`src/rtl/dbg_pkg.sv`:
```
// Shared definitions for the debug trace controller.
//   - DumpState  : states of the snapshot/drain sequencer
//   - DEF_*      : default widths used as parameter defaults by the top
//   - log_window_t : logging window bounds {win_start, win_end}
package dbg_pkg;

    localparam int DEF_EVENT_NUM   = 16;
    localparam int DEF_CNT_WIDTH   = 32;
    localparam int DEF_CYCLE_WIDTH = 64;

    // Window bounds are stored at the widest supported cycle width. A narrower
    // cycle counter is zero-extended before comparing, so CYCLE_WIDTH must not
    // exceed WIN_WIDTH.
    localparam int WIN_WIDTH = 64;

    typedef enum logic [1:0] {
        DUMP_IDLE,
        DUMP_SNAP,
        DUMP_DRAIN
    } DumpState;

    typedef struct packed {
        logic [WIN_WIDTH-1:0] win_start;
        logic [WIN_WIDTH-1:0] win_end;
    } log_window_t;

endpackage

```
`src/rtl/perf_counter_cell.sv`:
```
// One saturating performance event counter.
//   clk      in   core clock
//   rst      in   asynchronous reset, active-high
//   inc      in   increment strobe for this cycle
//   clr      in   clear the counter at this clock edge
//   next_val out  counter value including this cycle's increment (saturated);
//                 this is the value captured into the snapshot when clr is high
module perf_counter_cell #(
    parameter int CNT_WIDTH = 32
) (
    input  logic                 clk,
    input  logic                 rst,
    input  logic                 inc,
    input  logic                 clr,
    output logic [CNT_WIDTH-1:0] next_val
);

    logic [CNT_WIDTH-1:0] cnt_q;
    logic [CNT_WIDTH-1:0] cnt_d;

    // The increment of the clearing cycle goes into next_val (the snapshot)
    // and not into the cleared counter, so no event is lost or counted twice.
    always_comb begin
        next_val = cnt_q;
        if (inc && !(&cnt_q)) begin
            next_val = cnt_q + CNT_WIDTH'(1);
        end
        cnt_d = clr ? '0 : next_val;
    end

    always_ff @(posedge clk or posedge rst) begin
        if (rst) begin
            cnt_q <= '0;
        end else begin
            cnt_q <= cnt_d;
        end
    end

endmodule

```
`src/rtl/debug_trace_ctrl.sv`:
```
// Central debug time base, log-enable gate and perf event counter bank.
//   clk, rst     core clock, asynchronous active-high reset
//   cfg_valid    load cfg_start/cfg_end as the new logging window
//   cfg_start    first cycle with logging enabled
//   cfg_end      first cycle with logging disabled again
//   event_i      per-counter increment strobes
//   dump_req     snapshot, clear and drain the counter bank (ignored while busy)
//   dump_valid / dump_ready / dump_idx / dump_data / dump_last
//                serial drain stream of the snapshot, one counter per beat
//   busy         sequencer not idle
//   cycle_cnt    free-running cycle count
//   log_valid    registered "cycle_cnt inside window" flag
module debug_trace_ctrl
    import dbg_pkg::*;
#(
    parameter int EVENT_NUM   = DEF_EVENT_NUM,
    parameter int CNT_WIDTH   = DEF_CNT_WIDTH,
    parameter int CYCLE_WIDTH = DEF_CYCLE_WIDTH
) (
    input  logic                          clk,
    input  logic                          rst,
    input  logic                          cfg_valid,
    input  logic [CYCLE_WIDTH-1:0]        cfg_start,
    input  logic [CYCLE_WIDTH-1:0]        cfg_end,
    input  logic [EVENT_NUM-1:0]          event_i,
    input  logic                          dump_req,
    output logic                          dump_valid,
    input  logic                          dump_ready,
    output logic [$clog2(EVENT_NUM)-1:0]  dump_idx,
    output logic [CNT_WIDTH-1:0]          dump_data,
    output logic                          dump_last,
    output logic                          busy,
    output logic [CYCLE_WIDTH-1:0]        cycle_cnt,
    output logic                          log_valid
);

    localparam int IDX_W = $clog2(EVENT_NUM);
    localparam logic [IDX_W-1:0] LAST_IDX = IDX_W'(EVENT_NUM - 1);

    logic [CYCLE_WIDTH-1:0] cycle_cnt_q, cycle_cnt_d;
    logic                   log_valid_q, log_valid_d;
    log_window_t            win_q, win_d;

    DumpState               state_q, state_d;
    logic [IDX_W-1:0]       idx_q, idx_d;
    logic [CNT_WIDTH-1:0]   shadow_q [EVENT_NUM];
    logic [CNT_WIDTH-1:0]   shadow_d [EVENT_NUM];
    logic [CNT_WIDTH-1:0]   snap_val [EVENT_NUM];
    logic                   snap_clr;

    assign snap_clr = (state_q == DUMP_SNAP);

    for (genvar g = 0; g < EVENT_NUM; g++) begin : g_cell
        perf_counter_cell #(
            .CNT_WIDTH (CNT_WIDTH)
        ) u_cell (
            .clk      (clk),
            .rst      (rst),
            .inc      (event_i[g]),
            .clr      (snap_clr),
            .next_val (snap_val[g])
        );
    end

    // The compare uses the window held before this edge, so a window loaded
    // by cfg_valid first takes effect on the following cycle.
    always_comb begin
        cycle_cnt_d = cycle_cnt_q + CYCLE_WIDTH'(1);
        log_valid_d = (WIN_WIDTH'(cycle_cnt_q) >= win_q.win_start) &&
                      (WIN_WIDTH'(cycle_cnt_q) <  win_q.win_end);
        win_d = win_q;
        if (cfg_valid) begin
            win_d.win_start = WIN_WIDTH'(cfg_start);
            win_d.win_end   = WIN_WIDTH'(cfg_end);
        end
    end

    always_ff @(posedge clk or posedge rst) begin
        if (rst) begin
            cycle_cnt_q       <= '0;
            log_valid_q       <= 1'b0;
            win_q.win_start   <= '0;
            win_q.win_end     <= WIN_WIDTH'({CYCLE_WIDTH{1'b1}});
        end else begin
            cycle_cnt_q <= cycle_cnt_d;
            log_valid_q <= log_valid_d;
            win_q       <= win_d;
        end
    end

    // A request arriving outside IDLE is dropped rather than queued.
    always_comb begin
        state_d  = state_q;
        idx_d    = idx_q;
        shadow_d = shadow_q;
        case (state_q)
            DUMP_IDLE: begin
                if (dump_req) begin
                    state_d = DUMP_SNAP;
                end
            end
            DUMP_SNAP: begin
                for (int i = 0; i < EVENT_NUM; i++) begin
                    shadow_d[i] = snap_val[i];
                end
                idx_d   = '0;
                state_d = DUMP_DRAIN;
            end
            DUMP_DRAIN: begin
                if (dump_ready) begin
                    if (idx_q == LAST_IDX) begin
                        idx_d   = '0;
                        state_d = DUMP_IDLE;
                    end else begin
                        idx_d = idx_q + IDX_W'(1);
                    end
                end
            end
            default: begin
                idx_d   = '0;
                state_d = DUMP_IDLE;
            end
        endcase
    end

    always_ff @(posedge clk or posedge rst) begin
        if (rst) begin
            state_q <= DUMP_IDLE;
            idx_q   <= '0;
            for (int i = 0; i < EVENT_NUM; i++) begin
                shadow_q[i] <= '0;
            end
        end else begin
            state_q  <= state_d;
            idx_q    <= idx_d;
            shadow_q <= shadow_d;
        end
    end

    // Stream outputs decode the state register directly so an asynchronous
    // reset drops dump_valid without waiting for a clock edge.
    always_comb begin
        dump_valid = (state_q == DUMP_DRAIN);
        dump_idx   = idx_q;
        dump_data  = dump_valid ? shadow_q[idx_q] : '0;
        dump_last  = dump_valid && (idx_q == LAST_IDX);
        busy       = (state_q != DUMP_IDLE);
    end

    assign cycle_cnt = cycle_cnt_q;
    assign log_valid = log_valid_q;

endmodule

```
`config.mk`:
```
export PLATFORM = sky130hd
export DESIGN_NAME = debug_trace_ctrl
export DESIGN_NICKNAME = d
export VERILOG_FILES = /design/src/rtl/dbg_pkg.sv /design/src/rtl/perf_counter_cell.sv /design/src/rtl/debug_trace_ctrl.sv
export SDC_FILE = /design/constraint.sdc
export NUM_CORES = 2
export LEC_CHECK = 0
export CAP_MARGIN = 10
export CORE_UTILIZATION = 40
export DETAILED_ROUTE_END_ITERATION = 6
export GPL_TIMING_DRIVEN = 0
export PLACE_DENSITY_LB_ADDON = 0.15
export SLEW_MARGIN = 10
export SYNTH_ARGS = -nofsm -noshare
export SYNTH_HDL_FRONTEND = slang
export SYNTH_SLANG_ARGS = --single-unit
```
`constraint.sdc`:
```
create_clock -name clk -period 57.8 [get_ports clk]
set_input_delay 11.56 -clock clk [delete_from_list [all_inputs] [get_ports clk]]
set_output_delay 11.56 -clock clk [all_outputs]
set_load 0.005 [all_outputs]
```
**Word level (Yosys, flattened, before mapping)**

Cells that the tools add are included.

- $lt $le $gt $ge: 3
- Reductions and logical operators: 54
- Bitwise operators: 2
- Add/subtract/negate cells: 18
- Equal/unequal tests: 6
- Muxes and demuxes: 43

Operators by type and width:

| cell | number |
|---|---|
| 2-to-1 mux 32 bit | 35 |
| adder 32 x 1 -> 32 bit (second input constant) | 16 |
| AND reduction 32 bit | 16 |
| binary-select mux 32 bit (select 4 bit) | 1 |
| adder 64 x 1 -> 64 bit (second input constant) | 1 |
| >= comparator 64 bit | 1 |
| less-than comparator 64 bit | 1 |
| logical AND 1 bit | 18 |
| logical NOT 1 bit | 16 |
| 2-to-1 mux 4 bit | 2 |
| case mux 4 bit (2 select lines) | 1 |
| 2-to-1 mux 2 bit | 3 |
| case mux 2 bit (3 select lines) | 1 |
| >= comparator 5 bit (second input constant) | 1 |
| NOT 4 -> 5 bit | 1 |
| adder 4 x 1 -> 4 bit (second input constant) | 1 |
| equality test 4 bit (second input constant) | 1 |
| inequality test 2 x 1 -> 1 bit (second input constant) | 2 |
| AND reduction 3 bit | 1 |
| equality test 2 x 1 -> 1 bit (second input constant) | 1 |
| equality test 2 bit (second input constant) | 1 |
| logical NOT 2 bit | 1 |
| inequality test 2 bit (second input constant) | 1 |
| AND reduction 2 bit | 1 |
| 2 further kinds | 2 |

- Word-level logic and storage cells: 164
- Register bits: 1223
- Output and inout port bits: 104
- Input port bits: 149

**Longest topological paths before layout**

- Depth after elaboration: 5
- Mapped depth: 9
- Gate-level depth less buffers: 9

**By module**

From an unflattened synthesis, not the netlist that was laid out.

- Cell total of the unflattened synthesis: 5802
- Area, all modules: 65587.9 um^2

By module, submodules not included:

| module | area an instance (um^2) | cells each | instances | seq. area each (um^2) |
|---|---|---|---|---|
| debug_trace_ctrl | 33598.5 | 2443 | 1 | 17872.1 |
| perf_counter_cell (g_cell[10].u_cell ...) | 1994.4 | 209 | 15 | 800.8 |
| perf_counter_cell (g_cell[0].u_cell) | 2073.2 | 224 | 1 | 800.8 |

**Least setup slack after synthesis**

Ideal clock, no wire load.

- Path type: register to output
- Start point: register idx_q[0] (netlist: dump_idx[0])
- End point: output dump_data[0]
- Buffers on the path: 3
- Cell stages (with the launch flop): 7
- Data required time: 46240 ps
- Arrival: 2513 ps
- Slack: 43727 ps
- Path through: dfrtp_1 -> clkbuf_1 -> buf_2 -> buf_1 -> mux4_2 -> mux4_2 -> and2_1

- Word-level cells in the longest chain between the ends: 5

Ends and longest elaborated chain:

| what | line | source |
|---|---|---|
| from (decl) | debug_trace_ctrl.sv:45 | `logic [IDX_W-1:0] idx_q, idx_d;` |
| from (signal assigned) | debug_trace_ctrl.sv:135 | `idx_q <= idx_d;` |
| NOT 4 -> 5 bit (implied by the code) | debug_trace_ctrl.sv:145 | `dump_data = dump_valid ? shadow_q[idx_q] : '0;` |
| binary-select mux 32 bit (select 4 bit) | debug_trace_ctrl.sv:145 |  |
| 2-to-1 mux 32 bit (implied by the code) (2 in series) | debug_trace_ctrl.sv:145 |  |
| 2-to-1 mux 32 bit | debug_trace_ctrl.sv:145 |  |
| to (decl) | debug_trace_ctrl.sv:30 | `output logic [CNT_WIDTH-1:0] dump_data,` |

No other way between the ends. The select of a mux whose other input is x is not followed.

**Worst setup path in the final report**

- Start point: register idx_q[0] (netlist: dump_idx[0])
- End point: output dump_data[20]

Same word-level chain as after synthesis.

==> reports/metrics.yaml <==
status: "finished, violations left"
violations: "design-rule violations"
layout.nets: 6474
totalWireLength_um: 182300
skew_ps: 29.48
ctsResizeCount: 0
io_buffers: 250
area_occupied_by_registers_um2: 30680
yosys_warnings: 0
slew_headroom_pct: 18.57
final_period_minus_worst_setup_slack_ps: 16930
core.rowCount: 139
worst_hold_path_type: "reg -> reg"
regToRegSetupSlack_ps: 53450
mostFrequentLayoutCell: "dfrtp_1"
die_h_um: 383.7
cts_buffers: 141
maxCapViolations: 0
cts_hold_repair.buffers: 0
hold_violations_final: 0
place.gp.congestion: 0.9155
final.period_utilization_pct: 29.29
setup-violations-final: 0
cp-end-kind: "primary output"
setup_total_negative_slack_ps: 0
grt-ovfl-total: 0
cts_tree: "done"
clock_transition_at_the_registers_of_the_reported_paths_ps: 60
remaining_drc_errors: 18
power_switching_share_pct: 30.96
postLayoutCellArea_um2: 68330
total_power_mw: 2.334
syn_nets: 6070
timing_worst_setup_path_type: "reg -> out"
track_usage_pct: 24.97
die_area_um2: 147300
holdCritStartpoint: "shadow_q[314]"
synth-edff-count: 0
finalCoreUtilization_pct: 47.39
first_pass_iters: 7
average_footprint_of_a_synthesized_cell_um2: 10.09
clock_latency_ps: 760
die_w_um: 383.7
internal_power_mw: 1.612
power_frac_comb_pct: 18.1
area_of_combinational_cells_with_multiple_inputs_um2: 25880
critical_path_peak_fanout: 10
net-switching-power_uw: 722.6
power.share.clock_pct: 40.2
placed_wire_length_estimate_after_detailed_placement_um: 139000
hold-path-endpoint: "shadow_q[314]"
avgViaCountPerCell: 5.424
ys_ff_latch: 1223
dr.first_iter.drc_count: 3799
initial_utilization_pct: 40.43
post_dp_cell_area_um2: 63490
drv_slew: 0
ant_nets: 0
rr_startpoint: "state_q[1]"
crit-reg2reg-capture: "shadow_q[351]"
final.setup.worst_slack_ps: 40870
htree_levels: 4
synth.lib_cells_used.distinct: 67
place_ws_ps: 41770
grt_setup_unrepaired: "false"
worstPathArrival_ps: 5370
num_io_pins: 253
post_synth_instance_area_um2: 58290
number_of_global_route_vias_before_repair: 44070
pin_count_of_the_biggest_net_entering_global_routing: 117
cts_buffer_depth: 3
power_per_cell_area_nw_per_um2: 34.16
post-cts-setup-buffers: 0
final_cell_mix: "dfrtp_1 (1159), nand2_1 (892), nor2_1 (683), o21ai_0 (652), xnor2_1 (294)"
layout_cell_share_with_drive_strength_beyond_1_pct: 7.756
max-vdd-ir-drop_uv: 24.04
final.fill_count: 13490
coreArea_um2: 144200
worst_r2r_path_depth: 8
start_kind: "register"
route.detailed.wl_per_inst_um: 22.23
cts.sinks: 1223
syn2layout_area_growth_pct: 17.23
synth_ff_type: "dfrtp_1"
whs_path_depth: 2
grt_antenna_before_repair: 14
fmax_mhz: 59.06
synthesis.instances: 5776
synth-async-reset-ratio_pct: 100.0
required_worst_endpoint_ps: 46240
ctsRootBufferMaster: "clkbuf_16"
tightestPinTransition_ps: 1221
sequentialPowerShare_pct: 41.7
route.vias.total: 44480
ys_seq_area_share_pct: 52.64
grt_first_pass_wirelength_um: 276800
power.static_leakage_nw: 29.83
==> power by group through the flow <==
stage	clock network [mW]	logic (mW)	registers, mW
after global routing	0.991	0.462	0.979
after global placement	0	0.417	0.988
after detailed placement	0	0.424	0.986
final	0.937	0.424	0.973
after CTS	0.958	0.426	0.972
after floorplan	0	0.261	0.966
==> cell type report <==
class	instances	share of cell area, %
sequential	1223	44.91
multi-input combinational	4095	37.87
clock buffer	200	5.993
timing repair buffer	261	4.105
tap	1903	3.485
buffer	277	1.536
clock inverter	55	1.082
inverter	181	1.005
antenna	4	0.01465
==> state kept, by name, indices dropped and copies added, names as in the netlist <==
name and cells:
state_q 2, shadow_q 512, win_q 128, g_cell.u_cell.cnt_q 512
cycle_cnt 64, dump_idx 4, log_valid 1
==> cell usage after synthesis, types with 20 or more instances <==
cell      number  share of area (%)
and3_1        96                1.0
nor4_1        36               0.39
clkbuf_1     253                1.6
nand4_1      159                1.7
buf_1         20               0.13
mux4_2       160                6.2
a21o_1        22               0.28
nand2_1      892                5.7
ha_1         145                3.1
dfstp_2       64                2.9
o21ai_0      652                5.6
inv_1        181                1.2
nand3_1      222                1.9
a21oi_1       48               0.41
nor3_1        89               0.76
xnor2_1      294                4.4
nor2_1       683                4.4
xor2_1       256                3.8
and4_1        90                1.4
and2_1        74               0.79
dfrtp_1     1159                 50
==> worst max path at each step <==
stage / slack [ps] / cells after the start / end / from
4_1_cts: 40950 / 8 / dump_data[18] / dump_idx[0]
6_report: 40870 / 8 / dump_data[20] / dump_idx[0]
2_1_floorplan: 11890 / 1 / cycle_cnt[0] / rst
3_3_place_gp: -3430 / 2 / g_cell[15].u_cell.cnt_q[19] / rst
5_1_grt: 40790 / 8 / dump_data[9] / dump_idx[0]
3_5_place_dp: 41770 / 8 / dump_data[8] / dump_idx[0]
==> logic make-up after synthesis <==
kind of cell    after synthesis  share of synthesized area, %
simple gates               2425                         19.17
xor+xnor                    550                         8.264
flops                      1223                         52.64
buf+inv                     458                         2.962
compound gates              794                         7.302
mux                         181                         6.551
fa+ha+maj                   145                         3.112
==> stage by stage <==
| step | instances | hold slack [ps] |
|---|---|---|
| after floorplan | 5776 | 443.3 |
| after global placement | 7929 | 455.9 |
| after detailed placement | 7940 | 465.1 |
| after CTS | 8195 | 479.3 |
| after global routing | 8196 | 489.5 |
| final | 8199 | 472.4 |
==> routing by layer <==
| metal | share of wire, % | vias to the layer above | global-route usage (%) |
|---|---|---|---|
| li1 | - | 20630 | - |
| met1 | 46 | 22350 | 36.44 |
| met2 | 44 | 1173 | 37.62 |
| met3 | 5.6 | 304 | 3.559 |
| met4 | 3.9 | 12 | 9.392 |
| met5 | 0.047 | - | 0 |
==> critical path: stages, from the launching register on <==
cell and delay, ps:
dfrtp_1 530, clkbuf_1 520, buf_2 560, buf_1 620, clkbuf_1 620, mux4_2 510, mux4_2 490, and2_1 260
clkdlybuf4s50_1 480
Note: power is estimated with default switching activity, not from simulation.
